$ cat config.mk
export PLATFORM = sky130hd
export DESIGN_NAME = mano_req_encoder
export DESIGN_NICKNAME = d
export VERILOG_FILES = /design/src/rtl/mano_req_encoder.sv
export SDC_FILE = /design/constraint.sdc
export NUM_CORES = 1
export LEC_CHECK = 0
export CAP_MARGIN = 0
export CORE_MARGIN = 4
export CORE_UTILIZATION = 40
export CTS_BUF_LIST = sky130_fd_sc_hd__clkbuf_4 sky130_fd_sc_hd__clkbuf_8
export DETAILED_ROUTE_END_ITERATION = 16
export GPL_TIMING_DRIVEN = 0
export PLACE_DENSITY_LB_ADDON = 0.1
export SYNTH_ARGS = -nofsm -noshare
export SYNTH_HDL_FRONTEND = slang
export SYNTH_SLANG_ARGS = --single-unit
$ cat constraint.sdc
create_clock -name clk -period 1.6 [get_ports clk]
set_input_delay 0.24 -clock clk [delete_from_list [all_inputs] [get_ports clk]]
set_output_delay 0.24 -clock clk [all_outputs]
set_load 0.1 [all_outputs]
$ cat src/rtl/mano_req_encoder.sv
// mano_req_encoder
//   Sequential request encoder/arbiter for the Mano datapath. Up to seven
//   request lines are latched as pending and one winner at a time is
//   presented as a 3-bit code (k = line k-1, 0 = no grant) with a
//   valid/ack handshake. An optional wait timeout withdraws an
//   unacknowledged grant.
//
// Parameters
//   TIMEOUT  cycles a grant may wait for ack (0 = never withdrawn), 0..255
//
// Ports
//   clk    in   rising-edge clock
//   rst_n  in   asynchronous active-low reset
//   req    in   [6:0] request lines (level or single-cycle pulse)
//   ack    in   consumer accepts current grant (ignored while valid=0)
//   code   out  [2:0] registered grant code, 0 when idle
//   valid  out  registered, code/grant meaningful
//   grant  out  [6:0] one-hot decode of code, zero when idle
//   pend   out  [6:0] pending register
//   tmo    out  one-cycle pulse after a grant is withdrawn by timeout
//
// Build option
//   MANO_REQ_RR_EN  defined: round-robin priority starting after the last
//                   acked line; undefined: fixed priority, line 0 highest.

module mano_req_encoder #(
    parameter int TIMEOUT = 0
) (
    input  logic       clk,
    input  logic       rst_n,
    input  logic [6:0] req,
    input  logic       ack,
    output logic [2:0] code,
    output logic       valid,
    output logic [6:0] grant,
    output logic [6:0] pend,
    output logic       tmo
);

    typedef enum logic {
        IDLE  = 1'b0,
        GRANT = 1'b1
    } state_t;

    localparam logic       TMO_EN   = (TIMEOUT != 0);
    localparam logic [7:0] TMO_LAST = (TIMEOUT == 0) ? 8'd0 : 8'(TIMEOUT - 1);

    state_t     state;
    logic [7:0] wait_cnt;
    logic [6:0] cand;
    logic [6:0] clr;
    logic [2:0] win_idx;
    logic       win_any;

    // Requests arriving this cycle are eligible immediately, giving the
    // single-cycle request-to-grant latency from IDLE.
    assign cand = pend | req;

    // Only an acknowledged grant retires its pending bit.
    assign clr = (state == GRANT && ack) ? grant : 7'd0;

`ifdef MANO_REQ_RR_EN
    // Line index searched first; one past the most recently acked line.
    logic [2:0] ptr;
    int         pos;

    always_comb begin
        win_idx = 3'd0;
        win_any = 1'b0;
        pos     = 0;
        for (int i = 0; i < 7; i++) begin
            pos = int'(ptr) + i;
            if (pos >= 7) begin
                pos = pos - 7;
            end
            if (!win_any && cand[3'(pos)]) begin
                win_any = 1'b1;
                win_idx = 3'(pos);
            end
        end
    end

    // code holds line+1, which is exactly the next line to search from.
    always_ff @(posedge clk or negedge rst_n) begin
        if (!rst_n) begin
            ptr <= 3'd0;
        end else if (state == GRANT && ack) begin
            ptr <= (code == 3'd7) ? 3'd0 : code;
        end
    end
`else
    always_comb begin
        win_idx = 3'd0;
        win_any = |cand;
        // Descending scan so the lowest set line is the last one written.
        for (int i = 6; i >= 0; i--) begin
            if (cand[3'(i)]) begin
                win_idx = 3'(i);
            end
        end
    end
`endif

    always_ff @(posedge clk or negedge rst_n) begin
        if (!rst_n) begin
            state    <= IDLE;
            code     <= 3'd0;
            valid    <= 1'b0;
            grant    <= 7'd0;
            pend     <= 7'd0;
            tmo      <= 1'b0;
            wait_cnt <= 8'd0;
        end else begin
            tmo  <= 1'b0;
            // New requests override the clear so a line re-requested on its
            // own ack edge stays pending.
            pend <= (pend & ~clr) | req;
            case (state)
                IDLE: begin
                    if (win_any) begin
                        state    <= GRANT;
                        valid    <= 1'b1;
                        code     <= win_idx + 3'd1;
                        grant    <= 7'd1 << win_idx;
                        wait_cnt <= 8'd0;
                    end
                end
                GRANT: begin
                    if (ack) begin
                        state <= IDLE;
                        valid <= 1'b0;
                        code  <= 3'd0;
                        grant <= 7'd0;
                    end else if (TMO_EN && wait_cnt == TMO_LAST) begin
                        state <= IDLE;
                        valid <= 1'b0;
                        code  <= 3'd0;
                        grant <= 7'd0;
                        tmo   <= 1'b1;
                    end else begin
                        wait_cnt <= wait_cnt + 8'd1;
                    end
                end
                default: begin
                    state <= IDLE;
                end
            endcase
        end
    end

endmodule

==> results of run 1 <==
power breakdown:
part | switching, mW | internal (mW)
clock network | 0.123 | 0.0927
logic | 0.173 | 0.0610
registers | 0.0128 | 0.393
final timing paths:
| check | endpoint | slack (ns) | depth (start not counted) |
|---|---|---|---|
| worst max-delay path | code[1] | 0.05 | 4 |
| worst min-delay path | grant[1] | 0.37 | 1 |
| worst max register to register | code[1] | 0.05 | 4 |
| min in group clk | pend[6] | 0.52 | 1 |
| worst min register to register | pend[6] | 0.52 | 1 |
| max in group asynchronous | pend[0] | 0.73 | 1 |
registers in the layout, summed over array words and instances (netlist names):
name,count
grant,3
state,1
code,3
pend,7
valid,1
metal layers:
layer,GRT usage,vias up,wire length (um)
met5,0,-,0
met1,0.180,289,763
met4,0.0393,0,24
met3,0.0287,4,94
met2,0.222,21,754
li1,-,303,-
critical path, cell delays in order, from the launching register on:
cell and delay, ns:
dfrtp_2 0.45, nor4_4 0.31, buf_4 0.18, nand4_4 0.15, a221o_1 0.35
per-stage QoR:
step	utilization	instance area, sq um	setup WS (ns)	hold WS (ns)
after floorplan	-	786	-0.165	-0.0556
after global placement	0.599	1060	-0.392	0.486
after detailed placement	0.599	1060	-0.414	0.491
after CTS	0.631	1110	0.00772	0.387
after global routing	0.632	1110	-0.00251	0.432
final	0.632	1110	0.0515	0.367
layout by cell type (no fill, tap or decap), drive strengths merged, types with 2 or more instances in the layout:
master | synthesis | routed
conb | 1 | 4
a21oi | 2 | 2
buf | 6 | 9
inv | 2 | 2
clkbuf | 1 | 4
nand2 | 4 | 4
dfrtp | 15 | 15
a21o | 6 | 6
nand3 | 4 | 4
o21ai | 3 | 3
clkdlybuf4s15 | 0 | 14
nor3b | 2 | 2
nor2 | 5 | 5
or2 | 4 | 4
clkdlybuf4s50 | 0 | 9
nor4 | 3 | 3
repair_timing:
item                       4_1_cts  5_1_grt
gates resized for setup         46        3
gates cloned                     0        0
setup buffers                    1        1
pin swaps                        1        1
setup endpoints to repair       16        2
cells by family after synthesis:
family          share of synthesized area
mux                                0.0132
buf+inv                            0.0791
compound gates                      0.150
other cells                       0.00494
flops                               0.494
fa+ha+maj                          0.0165
simple gates                        0.242
layout make-up:
type / instances / area (sq um) / share of cell area
tap: 25 / 31.3 / 0.0281
sequential: 15 / 390 / 0.350
inverter: 2 / 7.51 / 0.00673
clock buffer: 3 / 22.5 / 0.0202
multi-input combinational: 48 / 338 / 0.303
clock inverter: 1 / 5.00 / 0.00449
buffer: 7 / 52.6 / 0.0471
timing repair buffer: 26 / 268 / 0.240
==> impl_metrics.toml, run 1 <==
[critical_path]
cp_max_fo = 6
critPathArrivalTime_ns = 1.72
start_kind = "register"
required_ns = 1.77
path_class = "register to register"
worstSetupStartpoint = "pend[1]"
end_kind = "register"
r2r-start = "pend[1]"

[final_layout]
fillers = 164
drive_gt1_frac = 0.451
stdcell_count = 127
n_antenna_cell = 0
synthToLayoutAreaGrowth_pct = 46.8
fin_nets = 114

[sta]
period_share = 0.968
fin_skew_ns = 0.00397
finalSetupViolCount = 0
relSlewSlack = 0.543
worst_pin_slew_ns = 0.684
setup_tns_ns = 0
fmax_ghz = 0.646
fin_crit_ns = 1.55
finalHoldViolCount = 0
maxSlewViolCount = 0
rsz0062_at_grt = "yes"

[power_and_ir_drop]
worst_ir_drop_vdd_mv = 0.528
p_per_area_nw_per_um2 = 767
p_leak_nw = 0.458
finalPower_uw = 856

[synthesis]
yosysTopAreaCell = "dfrtp_1"
synth_top_area_share = 0.494
ys_seq_area_frac = 0.494
synth_ff_type = "dfrtp_1"
synthCells = 69
async_flop_share = 1.00
ys_types = 30
yosysWarnings = 0
synth_area_leaders = "dfrtp_1, a21o_1, buf_4"
ys_ff_latch = 15
synth_most_common_cell = "dfrtp_1"
synth_common_cells = "dfrtp_1, a21o_1, buf_4, nor2_1"
synth_edf_count = 0
synthesis.area_sq_um = 759
syn_avg_cell_area_sq_um = 11.0

[drt]
drc_errors = 0
routed_wl_um = 1640
postRouteAntennaNets = 0
drtIter0Drc = 11
first_pass_iters = 4
wl_per_cell_um = 12.9
via_count = 617
drt-vias-per-instance = 4.86

[floorplanning]
design.core.area_sq_um = 1760
ios = 29
fp.dieH_um = 51.6
die_area_sq_um = 2660
chipWidth_um = 51.6
rows = 15
initial_core_util = 0.430

[place]
gp_congestion = 0.779
portBuffers = 24
dp_hpwl_um = 1250
placedCellCount = 121

[worst_hold_path]
hold_class = "primary input to asynchronous set/reset pin"

[grt]
overflow = 0
grt_pass1_vias = 581
grt_pass1_wl_um = 2680
grt_usage = 0.136
grt_antenna_before_repair = 0
grt_max_degree = 16

[cts]
postCtsHoldBufs = 0
insertion_delay_ns = 0.28
root_buffer = "clkbuf_4"
ctsLongestPathBuffers = 2
path_clk_slew_ns = 0.09
cts.sinks = 15
cts_made_buffers = 3
cts_tree = "done"
h-tree-depth = 1

[job]
maxCapViolations = 0

[status]
status = "completed"
(Power assumes the default switching activity.)
==> run 2: changes to the inputs <==
- CORE_UTILIZATION: 40 -> 38
- CTS_BUF_LIST: sky130_fd_sc_hd__clkbuf_4 sky130_fd_sc_hd__clkbuf_8 -> default
==> impl_metrics.toml, run 2 (synthesized netlist as in run 1, its figures left out) <==
[cts]
path_clk_slew_ns = 0.09
cts.sinks = 15
cts_made_buffers = 3
insertion_delay_ns = 0.28
ctsLongestPathBuffers = 2
root_buffer = "clkbuf_4"
h-tree-depth = 1
cts_tree = "done"

[critical_path]
start_kind = "register"
cp_max_fo = 4
required_ns = 1.77
end_kind = "register"
path_class = "register to register"
critPathArrivalTime_ns = 1.76
r2r_cells = 5

[drt]
first_pass_iters = 3
routed_wl_um = 1650
postRouteAntennaNets = 0
wl_per_cell_um = 13.0
drtIter0Drc = 1
drc_errors = 0
via_count = 607
drt-vias-per-instance = 4.78

[place]
placedCellCount = 121
dpl_cell_area_sq_um = 1060
dp_hpwl_um = 1230
gp_congestion = 0.762
portBuffers = 24

[floorplanning]
ios = 29
die_area_sq_um = 2780
chipWidth_um = 52.7
rows = 15
initial_core_util = 0.422
design.core.area_sq_um = 1800
fp.dieH_um = 52.7

[grt]
grt_pass1_vias = 624
grt_usage = 0.133
grt_max_degree = 16
overflow = 0
grt_pass1_wl_um = 2700
grt_antenna_before_repair = 0

[status]
status = "completed"

[worst_hold_path]
hold_class = "primary input to asynchronous set/reset pin"

[power_and_ir_drop]
p_leak_nw = 0.456
p_per_area_nw_per_um2 = 757
worst_ir_drop_vdd_mv = 0.483

[final_layout]
final_common_cell = "clkdlybuf4s15_2"
stdcell_count = 127
reg.largest.list = "pend x7, code x3, grant x3"
largest_register = "pend"
fin_nets = 114
n_antenna_cell = 0
design_area_sq_um = 1130
synthToLayoutAreaGrowth_pct = 48.6
largest_reg_flops = 7
drive_gt1_frac = 0.461
layout_common_cells = "clkdlybuf4s15_2, clkdlybuf4s50_1, buf_4, dfrtp_1, dfrtp_2"

[sta]
fin_skew_ns = 0.00386
period_share = 0.993
rsz0062_at_grt = "yes"
fmax_ghz = 0.629
fin_crit_ns = 1.59
worst_pin_slew_ns = 0.682
finalSetupViolCount = 0
relSlewSlack = 0.544
maxSlewViolCount = 0
finalHoldViolCount = 0

[job]
maxCapViolations = 0
## run 2: cell types whose count changed in the layout (fill, tap and decap cells not counted), sizes merged
cell    change
clkinv      -1
clkbuf      +1
## run 2: repair_timing
action	4_1_cts	5_1_grt
setup endpoints to repair	16	2
pin swaps	1	3
setup buffers	1	1
gates resized for setup	45	6
hold buffers	0	0
## run 2: layout make-up
type                    instances  area, sq um
clock buffers                   4         26.3
flip-flops and latches         15          390
repair buffers                 26          268
fillers                       165          673
multi-input cells              48          353
plain buffers                   7         52.6
well taps                      25         31.3
inverters                       2         7.51
## run 2: routing by layer
metal | routed length (um) | GRT usage | part of all wire | up-vias
li1 | - | - | - | 301
met4 | 12 | 0.0255 | 0.0073 | 0
met1 | 722 | 0.159 | 0.44 | 285
met3 | 125 | 0.0627 | 0.076 | 2
met2 | 788 | 0.219 | 0.48 | 19
met5 | 0 | 0 | 0 | -
## run 2: power by group
group          total, mW  internal, mW  switching, mW
clock network      0.212        0.0966          0.115
logic              0.237        0.0624          0.175
registers          0.405         0.393         0.0119
total              0.854         0.552          0.302
## run 2: critical path, cell delays in order (launching register included)
cell and delay, ns:
dfrtp_2 0.44, nor4_4 0.33, inv_2 0.10, ha_4 0.27, nor2_2 0.03, a221o_1 0.30
## run 2: final timing paths
kind | start | to | slack, ns
max in group asynchronous | rst_n | pend[2] | 0.73
min in group clk | pend[4] | pend[4] | 0.51
hold reg to reg | pend[4] | pend[4] | 0.51
setup / recovery | pend[1] | code[1] | 0.01
hold / removal | rst_n | code[1] | 0.37
setup reg to reg | pend[1] | code[1] | 0.01
## run 2: through the flow
stage | hold slack (ns) | power [mW] | TNS [ns] | utilization | worst slack (ns)
final | 0.369 | 0.854 | 0 | 0.626 | 0.0107
after global routing | 0.402 | 0.896 | -0.0460 | 0.626 | -0.0460
after CTS | 0.380 | 0.860 | 0 | 0.616 | 0.00423
after detailed placement | 0.490 | 0.652 | -3.72 | 0.587 | -0.426
after global placement | 0.486 | 0.650 | -3.46 | 0.587 | -0.404
after floorplan | -0.0556 | 0.581 | -0.165 | - | -0.165
